[src/rtl/instr_decode_q.sv]
// Instruction decoder with valid/ready input and output FIFO of decoded fields.
// Define DEC_EXT_EN to merge two-word long-immediate instructions (fmt 3).
module instr_decode_q #(
  parameter int REG_BITS  = 2,
  parameter int OUT_DEPTH = 2
) (
  input  logic                           clk,
  input  logic                           rst_n,
  input  logic                           flush,
  input  logic                           in_valid,
  output logic                           in_ready,
  input  logic [4+2*REG_BITS-1:0]        in_instr,
  output logic                           out_valid,
  input  logic                           out_ready,
  output logic [3:0]                     opcode,
  output logic [REG_BITS-1:0]            rd,
  output logic [REG_BITS-1:0]            rs,
  output logic [REG_BITS-1:0]            imm2,
  output logic [2*REG_BITS-1:0]          imm4,
  output logic [4+2*REG_BITS-1:0]        imm_ext,
  output logic [1:0]                     fmt,
  output logic [$clog2(OUT_DEPTH+1)-1:0] count
);

  localparam int IW = 4 + 2*REG_BITS;
  localparam int LW = 2*REG_BITS;
  localparam int CW = $clog2(OUT_DEPTH+1);
  localparam int PW = $clog2(OUT_DEPTH);

  typedef struct packed {
    logic [3:0]          op;
    logic [REG_BITS-1:0] rd;
    logic [REG_BITS-1:0] rs;
    logic [REG_BITS-1:0] imm2;
    logic [LW-1:0]       imm4;
`ifdef DEC_EXT_EN
    logic [IW-1:0]       ext;
`endif
    logic [1:0]          fmt;
  } entry_t;

  function automatic entry_t decode(input logic [IW-1:0] w);
    entry_t e;
    logic [LW-1:0] l;
    e    = '0;
    e.op = w[IW-1:IW-4];
    l    = w[LW-1:0];
    case (e.op)
      4'h0, 4'h1: begin
        e.fmt  = 2'd0;
        e.imm4 = l;
      end
      4'h2, 4'h9, 4'hB, 4'hC, 4'hD, 4'hE, 4'hF: begin
        e.fmt  = 2'd1;
        e.rd   = l[LW-1:REG_BITS];
        e.imm2 = l[REG_BITS-1:0];
      end
      default: begin
        e.fmt = 2'd2;
        e.rd  = l[LW-1:REG_BITS];
        e.rs  = l[REG_BITS-1:0];
      end
    endcase
    return e;
  endfunction

  entry_t          mem [OUT_DEPTH];
  entry_t          head;
  entry_t          push_data;
  logic [PW-1:0]   wptr, rptr;
  logic [CW-1:0]   count_q;
  logic            accept, pop, push;

  assign in_ready  = rst_n && !flush && (count_q < CW'(OUT_DEPTH));
  assign out_valid = (count_q != '0);
  assign accept    = in_valid && in_ready;
  assign pop       = out_valid && out_ready;
  assign count     = count_q;

`ifdef DEC_EXT_EN
  typedef enum logic {IDLE, EXT} state_t;
  state_t state, state_nxt;
  entry_t pend_q, pend_nxt;

  always_ff @(posedge clk or negedge rst_n) begin
    if (!rst_n) begin
      state  <= IDLE;
      pend_q <= '0;
    end else if (flush) begin
      state  <= IDLE;
      pend_q <= '0;
    end else begin
      state  <= state_nxt;
      pend_q <= pend_nxt;
    end
  end

  // The first word of a long immediate is parked; the second completes it raw.
  always_comb begin
    state_nxt = state;
    pend_nxt  = pend_q;
    push      = 1'b0;
    push_data = decode(in_instr);
    if (accept) begin
      case (state)
        IDLE: begin
          if (push_data.op[3:1] == 3'b000 && (&in_instr[LW-1:0])) begin
            pend_nxt     = push_data;
            pend_nxt.fmt = 2'd3;
            state_nxt    = EXT;
          end else begin
            push = 1'b1;
          end
        end
        EXT: begin
          push          = 1'b1;
          push_data     = pend_q;
          push_data.ext = in_instr;
          state_nxt     = IDLE;
        end
        default: state_nxt = IDLE;
      endcase
    end
  end

  assign imm_ext = head.ext;
`else
  always_comb begin
    push      = accept;
    push_data = decode(in_instr);
  end

  assign imm_ext = '0;
`endif

  always_ff @(posedge clk or negedge rst_n) begin
    if (!rst_n) begin
      for (int unsigned i = 0; i < OUT_DEPTH; i++) mem[PW'(i)] <= '0;
      wptr    <= '0;
      rptr    <= '0;
      count_q <= '0;
    end else if (flush) begin
      wptr    <= '0;
      rptr    <= '0;
      count_q <= '0;
    end else begin
      if (push) begin
        mem[wptr] <= push_data;
        wptr      <= wptr + 1'b1;
      end
      if (pop) rptr <= rptr + 1'b1;
      case ({push, pop})
        2'b10:   count_q <= count_q + 1'b1;
        2'b01:   count_q <= count_q - 1'b1;
        default: count_q <= count_q;
      endcase
    end
  end

  assign head   = mem[rptr];
  assign opcode = head.op;
  assign rd     = head.rd;
  assign rs     = head.rs;
  assign imm2   = head.imm2;
  assign imm4   = head.imm4;
  assign fmt    = head.fmt;

endmodule
[config.mk]
export PLATFORM = sky130hd
export DESIGN_NAME = instr_decode_q
export DESIGN_NICKNAME = d
export VERILOG_FILES = /design/src/rtl/instr_decode_q.sv
export SDC_FILE = /design/constraint.sdc
export NUM_CORES = 1
export LEC_CHECK = 0
export ABC_AREA = 1
export CAP_MARGIN = 20
export CORE_MARGIN = 2
export CORE_UTILIZATION = 45
export CTS_CLUSTER_DIAMETER = 150
export CTS_CLUSTER_SIZE = 12
export DETAILED_ROUTE_END_ITERATION = 6
export GPL_TIMING_DRIVEN = 0
export PLACE_DENSITY_LB_ADDON = 0.05
export SLEW_MARGIN = 20
export SYNTH_ARGS = -nofsm -noshare
export SYNTH_HDL_FRONTEND = slang
export SYNTH_SLANG_ARGS = --single-unit
[constraint.sdc]
create_clock -name clk -period 1.5 [get_ports clk]
set_clock_uncertainty 0.15 [all_clocks]
set_input_delay 0.45 -clock clk [delete_from_list [all_inputs] [get_ports clk]]
set_output_delay 0.45 -clock clk [all_outputs]
set_load 0.1 [all_outputs]
# == Yosys cells after proc, flatten, opt, wreduce, memory -nomap -nowiden ==
# Index checks and enable logic that the tools add are counted.
# totals
mem_bits_ro,0
latch_bits,0
out_inout_bits,28
word_cells,68
in_bits,13
register_bits,36
mem_count,0
ramBits,0
# op_classes
reduce_logical,15
n_mux,17
bitwise,3
div_mod_pow,0
eq_ne,10
n_addsub,4
mul,0
n_lt_le_gt_ge,4
shifts,0
# ops
op,n
$mux W16,4
$bwmux W32,1
$eq A4 B4 Y1 const B,6
$demux W16 S1,1
$reduce_or A9 Y1,1
$mux W2,4
$pmux W2 S2,2
$reduce_or A7 Y1,1
$reduce_bool A2 Y1,3
$logic_and A1 B1 Y1,5
$eq A4 B1 Y1 const B,1
$eq A4 B2 Y1 const B,1
$ge A2 B2 Y1 const B,2
$logic_not A4 Y1,1
$mux W1,4
$mux W4,1
$not A1 Y2,2
$reduce_bool A3 Y1,1
$add A1 B1 Y1 const B,2
$add A2 B1 Y2 const B,1
$eq A2 B1 Y1 const B,1
$eq A2 B2 Y1 const B,1
$lt A2 B1 Y1 const B,1
$lt A2 B2 Y1 const B,1
5 further kinds,5

# == Longest topological paths before layout ==
# Gate-level depths: netlist (run 1).
# depth
depth_word,7
ltp_mapped,8
depth_no_buf,8

# == Worst setup path after synthesis (run 1) ==
# Ideal clock, no wire load.
# synth_path
path_kind,register to output
startpoint,reg rptr
endpoint,out imm2[1]
arrival_time_ns,2.807
stages_incl_launch_ff,4
path_buffers,2
path_slack_ns,-1.907
required_ns,0.900
path_cell_list,dfrtp_1 > clkbuf_1 > clkbuf_1 > o21ai_0
# synth_between
elab_chain_len,4
# synth_rtl
element,line_no,rtl
from (decl),70,"logic [PW-1:0] wptr, rptr;"
from (signal assigned),151,if (pop) rptr <= rptr + 1'b1;
$not A1 Y2 (implied by the code),160,assign head = mem[rptr];
$mux W16 (implied by the code) (3 in a row),160,
to (decl),18,"output logic [REG_BITS-1:0] imm2,"
# No other way between the ends. The select of a mux whose other input is x is not followed.

# == Worst setup path after layout (run 1) ==
# layout_path
startpoint,reg rptr
endpoint,out rd[1]
# layout_between
elab_chain_len,4
# layout_rtl
element,line_no,rtl
$not A1 Y2 (implied by the code),160,
$mux W16 (implied by the code) (3 in a row),160,
to (decl),16,"output logic [REG_BITS-1:0] rd,"
# No other way between the ends. The select of a mux whose other input is x is not followed.

==> metrics.txt, run 1 <==
DRT Wirelength 5640 um; number of global-route vias before repair 1638; largest net degree at the start of global routing 22; Setup CP Type flop to output pin; syn avg cell area 8.165 um^2; share of cells above drive strength 1 57.89%; H-tree levels 2; DRC 0; sequential area share after synthesis 47.97%; DRT iter0 DRCs 94; Tmin final 1.950 ns; hold_ws 0.2743 ns; latest clock arrival within the worst-skew pair 0.30 ns; top cells by area, synth dfrtp_1, nand2_1, o21ai_2; worst hold path class primary input to asynchronous set/reset pin; area grow syn2layout 84.94%; Die Outline Area 4706 um^2; Mapped Cells 230; crit path setup slack, layout -0.4498 ns; Cell Area, Synth 1878 um^2; Core Rows 23; Yosys top cell area share 47.97%; Die W 68.60 um; Vias/cell 4.989; Final Cycle Share 130.0%; Post-synth EDFFs 0; crit path DAT 1.35 ns; most common cell in the netlist nand2_1; clk sinks 36; Max-cap violations 0; Slew Viols, Final 0; via count 1766; CP max stage delay 0.39 ns; worst IR drop on VDD 0.001680 V; GPL Wtd Cong 0.7753; Synth area leader dfrtp_1; FMAX 0.5129 GHz; total negative setup slack -10.86 ns; GRT overflow 0; drt first pass iters 4; I/O pin cnt 41; first-pass GRT wire length 7665 um; Sequential Area 908.4 um^2; critical-path cell list buf_8 > clkbuf_16 > o21ai_4 > buf_12; CTS tree yes; Primary FF master, synth dfrtp_1; max_slew headroom 52.15%; most frequent cells after synthesis nand2_1, dfrtp_1, inv_1, o21ai_0, o21ai_2; Synth Warn # 0; count of final hold-check violations 0; Multi-input gate area 1240 um^2; n_diodes 0; pre-CTS WS -1.476 ns; required time worst endpoint 0.90 ns; Worst setup SP type flop; worst slew pin tran 0.7178 ns; synth unique cells 23; LEAKAGE 1.715 nW; initial antenna violation count 0; RSZ-0062 raised after global routing yes; Total GRT Usage 22.50%; DR WL/cell 15.93 um; failing checks setup timing; Final #Nets 316; I/O Buffers 32; TritonCTS Buffers 5; HPWL Detailed 2910 um; initial core utilization 46.95%; chip height 68.60 um; Cell Pwr Density 2070 nW/um^2; DRT antenna net count 0; Critical Path End Type output pin; outcome finished with violations; crit path max-delay cell type dfrtp_1; #FFs+latches synth 36; Max FO, Critical Path 5; Fillers 186; clock buffer depth 2; fraction of registers with async set/reset 100.0%; Final setup viols 53; CTS Root Cell clkbuf_8; overall power 7.190 mW; core area 4000 um^2; clk slew on worst S/H paths 0.08 ns
## per-stage QoR
step,instance area [um^2],cells,util [%]
6_report,3473,354,86.83
2_1_floorplan,2161,237,-
3_3_place_gp,2544,319,63.59
5_1_grt,3473,354,86.83
4_1_cts,3078,342,76.95
3_5_place_dp,2566,320,64.15
## per-layer routing
layer / vias up / part of all wire, % / GRT usage (%)
li1: 846 / - / -
met1: 860 / 41 / 28.93
met2: 50 / 52 / 37.14
met3: 10 / 4.6 / 4.870
met4: 0 / 1.9 / 8.250
met5: - / 0 / 0
## what timing repair did
item / 4_1_cts / 5_1_grt
endpoints found under the setup margin: 55 / 70
cloned: 1 / 4
setup buffers: 11 / 9
pin swaps: 5 / 14
gates resized for setup: 216 / 72
hold buffers: 2 / 0
hold endpoints to repair: 15 / 0
## final timing paths
path,start,end,slack (ns),depth (start not counted)
max,rptr$_DFFE_PN0P_,rd[1],-0.45,4
min,rst_n,mem[6]$_DFFE_PN0P_,0.27,2
max reg2reg,count[1]$_DFFE_PN0P_,mem[29]$_DFFE_PN0P_,-0.14,7
min reg2reg,mem[16]$_DFFE_PN0P_,mem[16]$_DFFE_PN0P_,0.36,2
max in group asynchronous,rst_n,count[1]$_DFFE_PN0P_,0.39,2
min in group clk,mem[16]$_DFFE_PN0P_,mem[16]$_DFFE_PN0P_,0.36,2
## cells in the final DEF, fill, tap and decap left out, types with 2 or more instances in the layout
cell type / instances
nor2_4: 2
buf_4: 19
inv_2: 4
dfrtp_1: 34
o21ai_4: 8
inv_8: 2
o21ai_2: 20
clkdlybuf4s50_1: 5
dlygate4sd2_1: 5
buf_8: 2
buf_12: 22
o21ai_1: 6
nand2_4: 26
dfrtp_4: 2
nor2_2: 2
clkbuf_16: 5
nand2_1: 37
nand3_2: 4
nand2_8: 3
nand3_1: 2
nor2_8: 2
clkbuf_8: 5
nand4_1: 2
nand2_2: 28
conb_1: 8
inv_1: 17
nor2_1: 6
buf_6: 12
## registers in the layout (all words and copies together) (netlist names)
name / count
rptr: 1
wptr: 1
mem: 32
count: 2
## power breakdown
| group | internal (mW) | leakage, nW | switching (mW) | total (mW) |
|---|---|---|---|---|
| combinational | 1.75 | 1.19 | 2.93 | 4.68 |
| sequential | 1.31 | 0.472 | 0.339 | 1.65 |
| clock | 0.493 | 0.0552 | 0.366 | 0.860 |
| total | 3.56 | 1.71 | 3.63 | 7.19 |
## cells by family (layout without fill, tap and decap cells)
kind of cell           count (synthesis)  count (layout)  synth area share (%)
AO/OA/AOI/OAI                         36              36                 11.99
other                                  1               8                0.1997
buffers and inverters                 41             108                 12.19
flip-flops                            36              36                 47.97
AND/OR/NAND/NOR                      116             116                 27.65
## area by class of cell
type / instances / share of cell area, %
Buffer: 15 / 5.512
Clock buffer: 6 / 2.089
Clock inverter: 2 / 1.009
Inverter: 26 / 3.602
Multi-Input combinational cell: 160 / 35.70
Sequential cell: 36 / 26.15
Tap cell: 50 / 1.801
Timing Repair Buffer: 59 / 24.14
## critical path: cells and delay by family, from the launching register on
| kind | cells | cell delay [ns] |
|---|---|---|
| flops | 1 | 0.39 |
| buf+inv | 3 | 0.49 |
| compound gates | 1 | 0.17 |
No activity file was read; power rests on OpenSTA's default activity.
==> run 2, diff against run 1 <==
==> constraint.sdc (replaced) <==
create_clock -name clk -period 1.5 [get_ports clk]
set_clock_uncertainty 0.15 [all_clocks]
set_input_delay 0.15 -clock clk [delete_from_list [all_inputs] [get_ports clk]]
set_output_delay 0.15 -clock clk [all_outputs]
set_load 0.1 [all_outputs]
==> metrics.txt, run 2 (synthesis results as in run 1) <==
required time worst endpoint 1.20 ns (+0.30 ns); Final Non-Filler Cells 348 (-1.7%); most common cell after layout, fill and taps aside nand2_1; r2r endpoint mem[16]$_DFFE_PN0P_; Max-cap violations 0 (unchanged); first-pass GRT wire length 8031 um (+4.8%); critical-path cell list buf_8 > clkbuf_16 > nand2_2 > o21ai_4 > buf_12; clock buffer depth 2 (unchanged); worst IR drop on VDD 0.001632 V (-2.9%); n_diodes 0 (unchanged); latest clock arrival within the worst-skew pair 0.29 ns (about the same); DRT Wirelength 5266 um (-6.6%); Fillers 218 (+17%); H-tree levels 2 (unchanged); CP max stage delay 0.39 ns (about the same); crit path setup slack, layout -0.1296 ns (+0.3203 ns); Core Rows 23 (unchanged); initial core utilization 46.95% (unchanged); I/O pin cnt 41 (unchanged); Final Cycle Share 108.6% (-21 points); number of global-route vias before repair 1663 (+1.5%); Internal Power 3.555 mW (about the same); Final #Nets 310 (-1.9%); DP Cell Count 320 (unchanged); TritonCTS Buffers 5 (unchanged); hold_ws 0.2908 ns (+0.01652 ns); Tmin final 1.630 ns (-0.3203 ns); area grow syn2layout 79.95%; crit path max-delay cell type dfrtp_1; Largest register FFs 32 (unchanged); pre-CTS WS -1.187 ns (+0.2894 ns); Biggest register mem; Cell Pwr Density 2096 nW/um^2 (+1.3%); sw frac 49.82% (-0.69 points); RR Startpoint count[1]$_DFFE_PN0P_; Reg2Reg Depth 8 (+1); Setup CP Type flop to output pin; failing checks setup timing; I/O Buffers 32 (unchanged); CTS tree yes; Total GRT Usage 23.64% (+1.1 points); GRT overflow 0 (unchanged); core area 4000 um^2 (unchanged); GPL Wtd Cong 0.7454 (-3.9%); Slew Viols, Final 0 (unchanged); HPWL Detailed 2819 um (-3.1%); Final setup viols 49 (-7.5%); most frequent cells in the layout nand2_1, dfrtp_1, nand2_2; Combinational Power Share 64.0% (-1.1 points); fraction of power consumed by sequential logic 22.7% (-0.2 points); crit path DAT 1.33 ns (-0.02 ns); FF-to-FF setup slack -0.11 ns (+0.03 ns); RSZ-0062 raised after global routing yes; chip height 68.60 um (unchanged); DRC 0 (unchanged); Worst setup SP type flop; outcome finished with violations; DR WL/cell 15.13 um (-5.0%); Clock power frac 13.3% (+1.3 points); Vias/cell 5.023 (+0.69%); initial antenna violation count 0 (unchanged); Die W 68.60 um (unchanged); DRT antenna net count 0 (unchanged); clk slew on worst S/H paths 0.07 ns (about the same); FMAX 0.6137 GHz (+20%); P_sw 3.529 mW (-2.8%); CTS Root Cell clkbuf_8; total negative setup slack -3.327 ns (+7.535 ns); max_slew headroom 58.53% (+6.4 points); Max FO, Critical Path 10 (+5); DRT iter0 DRCs 78 (-17%); clk sinks 36 (unchanged); worst slew pin tran 0.6201 ns (-0.09769 ns); drt first pass iters 4 (unchanged); Critical Path End Type output pin; worst hold path class primary input to asynchronous set/reset pin; largest net degree at the start of global routing 26 (+18%); via count 1748 (-1.0%); share of cells above drive strength 1 52.35% (-5.5 points); Die Outline Area 4706 um^2 (unchanged); LEAKAGE 1.651 nW (-3.7%); count of final hold-check violations 0 (unchanged)
-- run 2: changes by cell type in the layout (fill, tap and decap cells not counted), moves of 3 or more --
| cell | change |
|---|---|
| nor2_1 | +3 |
| nand3_1 | +3 |
| buf_4 | -7 |
| clkbuf_8 | +3 |
| nand3_2 | -3 |
| nand2_1 | +5 |
| clkbuf_16 | -3 |
| buf_6 | -5 |
| buf_16 | +3 |
| dlygate4sd2_1 | -5 |
| buf_12 | +3 |
| clkdlybuf4s50_1 | +6 |
| nand2_4 | -4 |
-- run 2: worst max path at each step --
stage | start | end | slack, ns | depth (start not counted)
floorplan | count[1]$_DFFE_PN0P_ | count[0]$_DFFE_PN0P_ | -0.25 | 5
global placement | rst_n | in_ready | -2.31 | 4
detailed placement | rptr$_DFFE_PN0P_ | rd[1] | -1.19 | 5
CTS | rptr$_DFFE_PN0P_ | imm2[1] | -0.14 | 4
global route | rptr$_DFFE_PN0P_ | rd[0] | -0.16 | 4
finish | rptr$_DFFE_PN0P_ | rd[1] | -0.13 | 5
-- run 2: final cells by class --
type / instances / area (um^2) / area share [%]
plain buffers: 15 / 195.2 / 5.776
clock buffers: 7 / 96.34 / 2.851
clock inverters: 1 / 30.03 / 0.8886
inverters: 26 / 120.1 / 3.554
multi-input cells: 160 / 1139 / 33.69
flip-flops and latches: 36 / 908.4 / 26.88
well taps: 50 / 62.56 / 1.851
repair buffers: 53 / 828.3 / 24.51
-- run 2: metal layers --
| metal | routed length [um] | track usage, % | share of wire [%] |
|---|---|---|---|
| met5 | 0 | 0 | 0 |
| met4 | 76 | 6.750 | 1.4 |
| met3 | 220 | 5.519 | 4.2 |
| met2 | 2764 | 39.30 | 52 |
| met1 | 2204 | 30.70 | 42 |
-- run 2: stage by stage --
| stage | utilization [%] | power [mW] | cell area (um^2) |
|---|---|---|---|
| 2_1_floorplan | - | 4.381 | 2122 |
| 3_3_place_gp | 62.62 | 5.003 | 2505 |
| 3_5_place_dp | 63.00 | 5.040 | 2520 |
| 4_1_cts | 81.51 | 6.961 | 3261 |
| 5_1_grt | 84.49 | 7.363 | 3379 |
| 6_report | 84.49 | 7.085 | 3379 |
-- run 2: power groups by stage --
stage | Combinational, mW | Clock [mW] | Sequential, mW
3_5_place_dp | 3.52 | 0 | 1.52
4_1_cts | 4.44 | 0.959 | 1.57
2_1_floorplan | 2.76 | 0 | 1.62
3_3_place_gp | 3.49 | 0 | 1.51
6_report | 4.53 | 0.943 | 1.61
5_1_grt | 4.72 | 1.00 | 1.64
-- run 2: repair_timing --
action	CTS	global route
setup buffers	12	1
gates cloned	5	0
resized for setup	242	20
pin swaps	8	3
endpoints found under the setup margin	53	51
hold endpoints to repair	36	36
-- run 2: worst max-delay path, delay by kind of cell, from the launching register on --
| kind | cells | cell delay [ns] |
|---|---|---|
| AO/OA/AOI/OAI | 1 | 0.07 |
| buffers and inverters | 3 | 0.49 |
| flip-flops | 1 | 0.39 |
| AND/OR/NAND/NOR | 1 | 0.09 |
==> run 3, diff against run 2 <==
SKIP_CTS_REPAIR_TIMING = 1   (was unset)
==> metrics.txt, run 3 (synthesis results as in run 1) <==
cell family with most CP delay buffers and inverters; initial core utilization 46.95% (unchanged); worst IR drop on VDD 0.001580 V (-3.2%); hold_ws 0.3199 ns (+0.02907 ns); Max-cap violations 0 (unchanged); outcome finished with violations; n_diodes 0 (unchanged); critical-path cell list buf_12 > buf_6 > nand2_1 > o21ai_4 > buf_12; Die W 68.60 um (unchanged); Setup CP Type flop to output pin; fraction of power consumed by sequential logic 22.6% (about the same); LEAKAGE 1.520 nW (-7.9%); Critical Path Start rptr$_DFFE_PN0P_; GRT overflow 0 (unchanged); DRT Wirelength 4843 um (-8.0%); FMAX 0.6059 GHz (-1.3%); grt met1 use 23.96% (-6.7 points); HPWL Detailed 2819 um (unchanged); RSZ-0062 raised after global routing yes; Combinational Power Share 63.6% (-0.4 points); Clock power frac 13.8% (+0.5 points); initial antenna violation count 0 (unchanged); Final Cycle Share 110.0% (+1.4 points); required time worst endpoint 1.20 ns (about the same); global-route met3 utilization 5.682% (+0.16 points); largest net degree at the start of global routing 26 (unchanged); GPL Wtd Cong 0.7454 (unchanged); worst slew pin tran 0.6278 ns (+0.007704 ns); DR WL/cell 13.96 um (-7.8%); Max FO, Critical Path 10 (unchanged); Die Outline Area 4706 um^2 (unchanged); chip height 68.60 um (unchanged); DRT antenna net count 0 (unchanged); Reg2Reg Depth 7 (-1); TritonCTS Buffers 5 (unchanged); GR peak layer met2; most frequent cells in the layout nand2_1, nand2_2, dfrtp_1; most common cell after layout, fill and taps aside nand2_1; Final setup viols 46 (-6.1%); crit path DAT 1.35 ns (+0.02 ns); clk sinks 36 (unchanged); Final #Nets 309 (-0.32%); pre-CTS WS -1.187 ns (unchanged); Internal Power 3.419 mW (-3.8%); Slew Viols, Final 0 (unchanged); CTS tree yes; number of global-route vias before repair 1408 (-15%); core area 4000 um^2 (unchanged); share of cells above drive strength 1 48.15% (-4.2 points); drt first pass iters 4 (unchanged); r2r endpoint mem[8]$_DFFE_PN0P_; DRC 0 (unchanged); Worst setup SP type flop; crit path setup slack, layout -0.1505 ns (-0.02090 ns); via count 1710 (-2.2%); latest clock arrival within the worst-skew pair 0.28 ns (about the same); sw frac 49.74% (-0.076 points); Critical Path End Type output pin; crit path max-delay cell type dfrtp_1; first-pass GRT wire length 6520 um (-19%); clock buffer depth 2 (unchanged); Total GRT Usage 19.16% (-4.5 points); clk slew on worst S/H paths 0.07 ns (about the same); GR Util met2 32.09% (-7.2 points); failing checks setup timing; FF-to-FF setup slack -0.10 ns (about the same); RR Startpoint count[1]$_DFFE_PN0P_; CP max stage delay 0.37 ns (-0.02 ns); Cell Pwr Density 2159 nW/um^2 (+3.0%); Buf/Inv on CP 3 (unchanged); Vias/cell 4.928 (-1.9%); H-tree levels 2 (unchanged); Tmin final 1.650 ns (+0.02090 ns); I/O Buffers 32 (unchanged); Fillers 256 (+17%); P_sw 3.384 mW (-4.1%); DRT iter0 DRCs 81 (+3.8%); Largest register FFs 32 (unchanged); count of final hold-check violations 0 (unchanged); I/O pin cnt 41 (unchanged); worst hold path class primary input to asynchronous set/reset pin; Core Rows 23 (unchanged); Biggest register mem; area grow syn2layout 67.82%; CTS Root Cell clkbuf_8; most frequent cell on the critical path buf_12; max_slew headroom 58.01% (-0.52 points)
==> run 3: cell type report <==
cell class | instances | area (um^2) | area share (%)
well taps | 50 | 62.56 | 1.985
multi-input cells | 160 | 1035 | 32.83
inverters | 26 | 116.4 | 3.692
flip-flops and latches | 36 | 908.4 | 28.82
plain buffers | 15 | 182.7 | 5.796
repair buffers | 51 | 713.2 | 22.63
clock inverters | 1 | 30.03 | 0.9528
clock buffers | 7 | 96.34 | 3.057
repair inverters | 1 | 7.507 | 0.2382
==> run 3: worst max path at each step <==
stage | depth (start not counted) | end
floorplan | 5 | count[0]$_DFFE_PN0P_
global placement | 4 | in_ready
detailed placement | 5 | rd[1]
CTS | 5 | rd[1]
global route | 5 | rs[0]
finish | 5 | rd[1]
==> run 3: power by group through the flow <==
stage                     combinational, mW  sequential [mW]  clock (mW)
final                                  4.33             1.54       0.937
after global routing                   4.52             1.57        1.00
after CTS                              3.53             1.50       0.959
after detailed placement               3.52             1.52           0
after global placement                 3.49             1.51           0
after floorplan                        2.76             1.62           0
==> run 3: stage by stage <==
| stage | power, mW | utilization (%) | TNS (ns) | std cells | instance area (um^2) |
|---|---|---|---|---|---|
| floorplan | 4.381 | - | -7.169 | 237 | 2122 |
| global placement | 5.003 | 62.62 | -109.68 | 319 | 2505 |
| detailed placement | 5.040 | 63.00 | -27.31 | 320 | 2520 |
| CTS | 5.990 | 66.16 | -29.39 | 328 | 2646 |
| global route | 7.096 | 78.79 | -5.917 | 347 | 3152 |
| finish | 6.804 | 78.79 | -3.876 | 347 | 3152 |
==> run 3: metal layers <==
layer / wire [um] / share of wire (%)
met4: 53 / 1.1
met2: 2402 / 50
met5: 0 / 0
met1: 2170 / 45
met3: 217 / 4.5
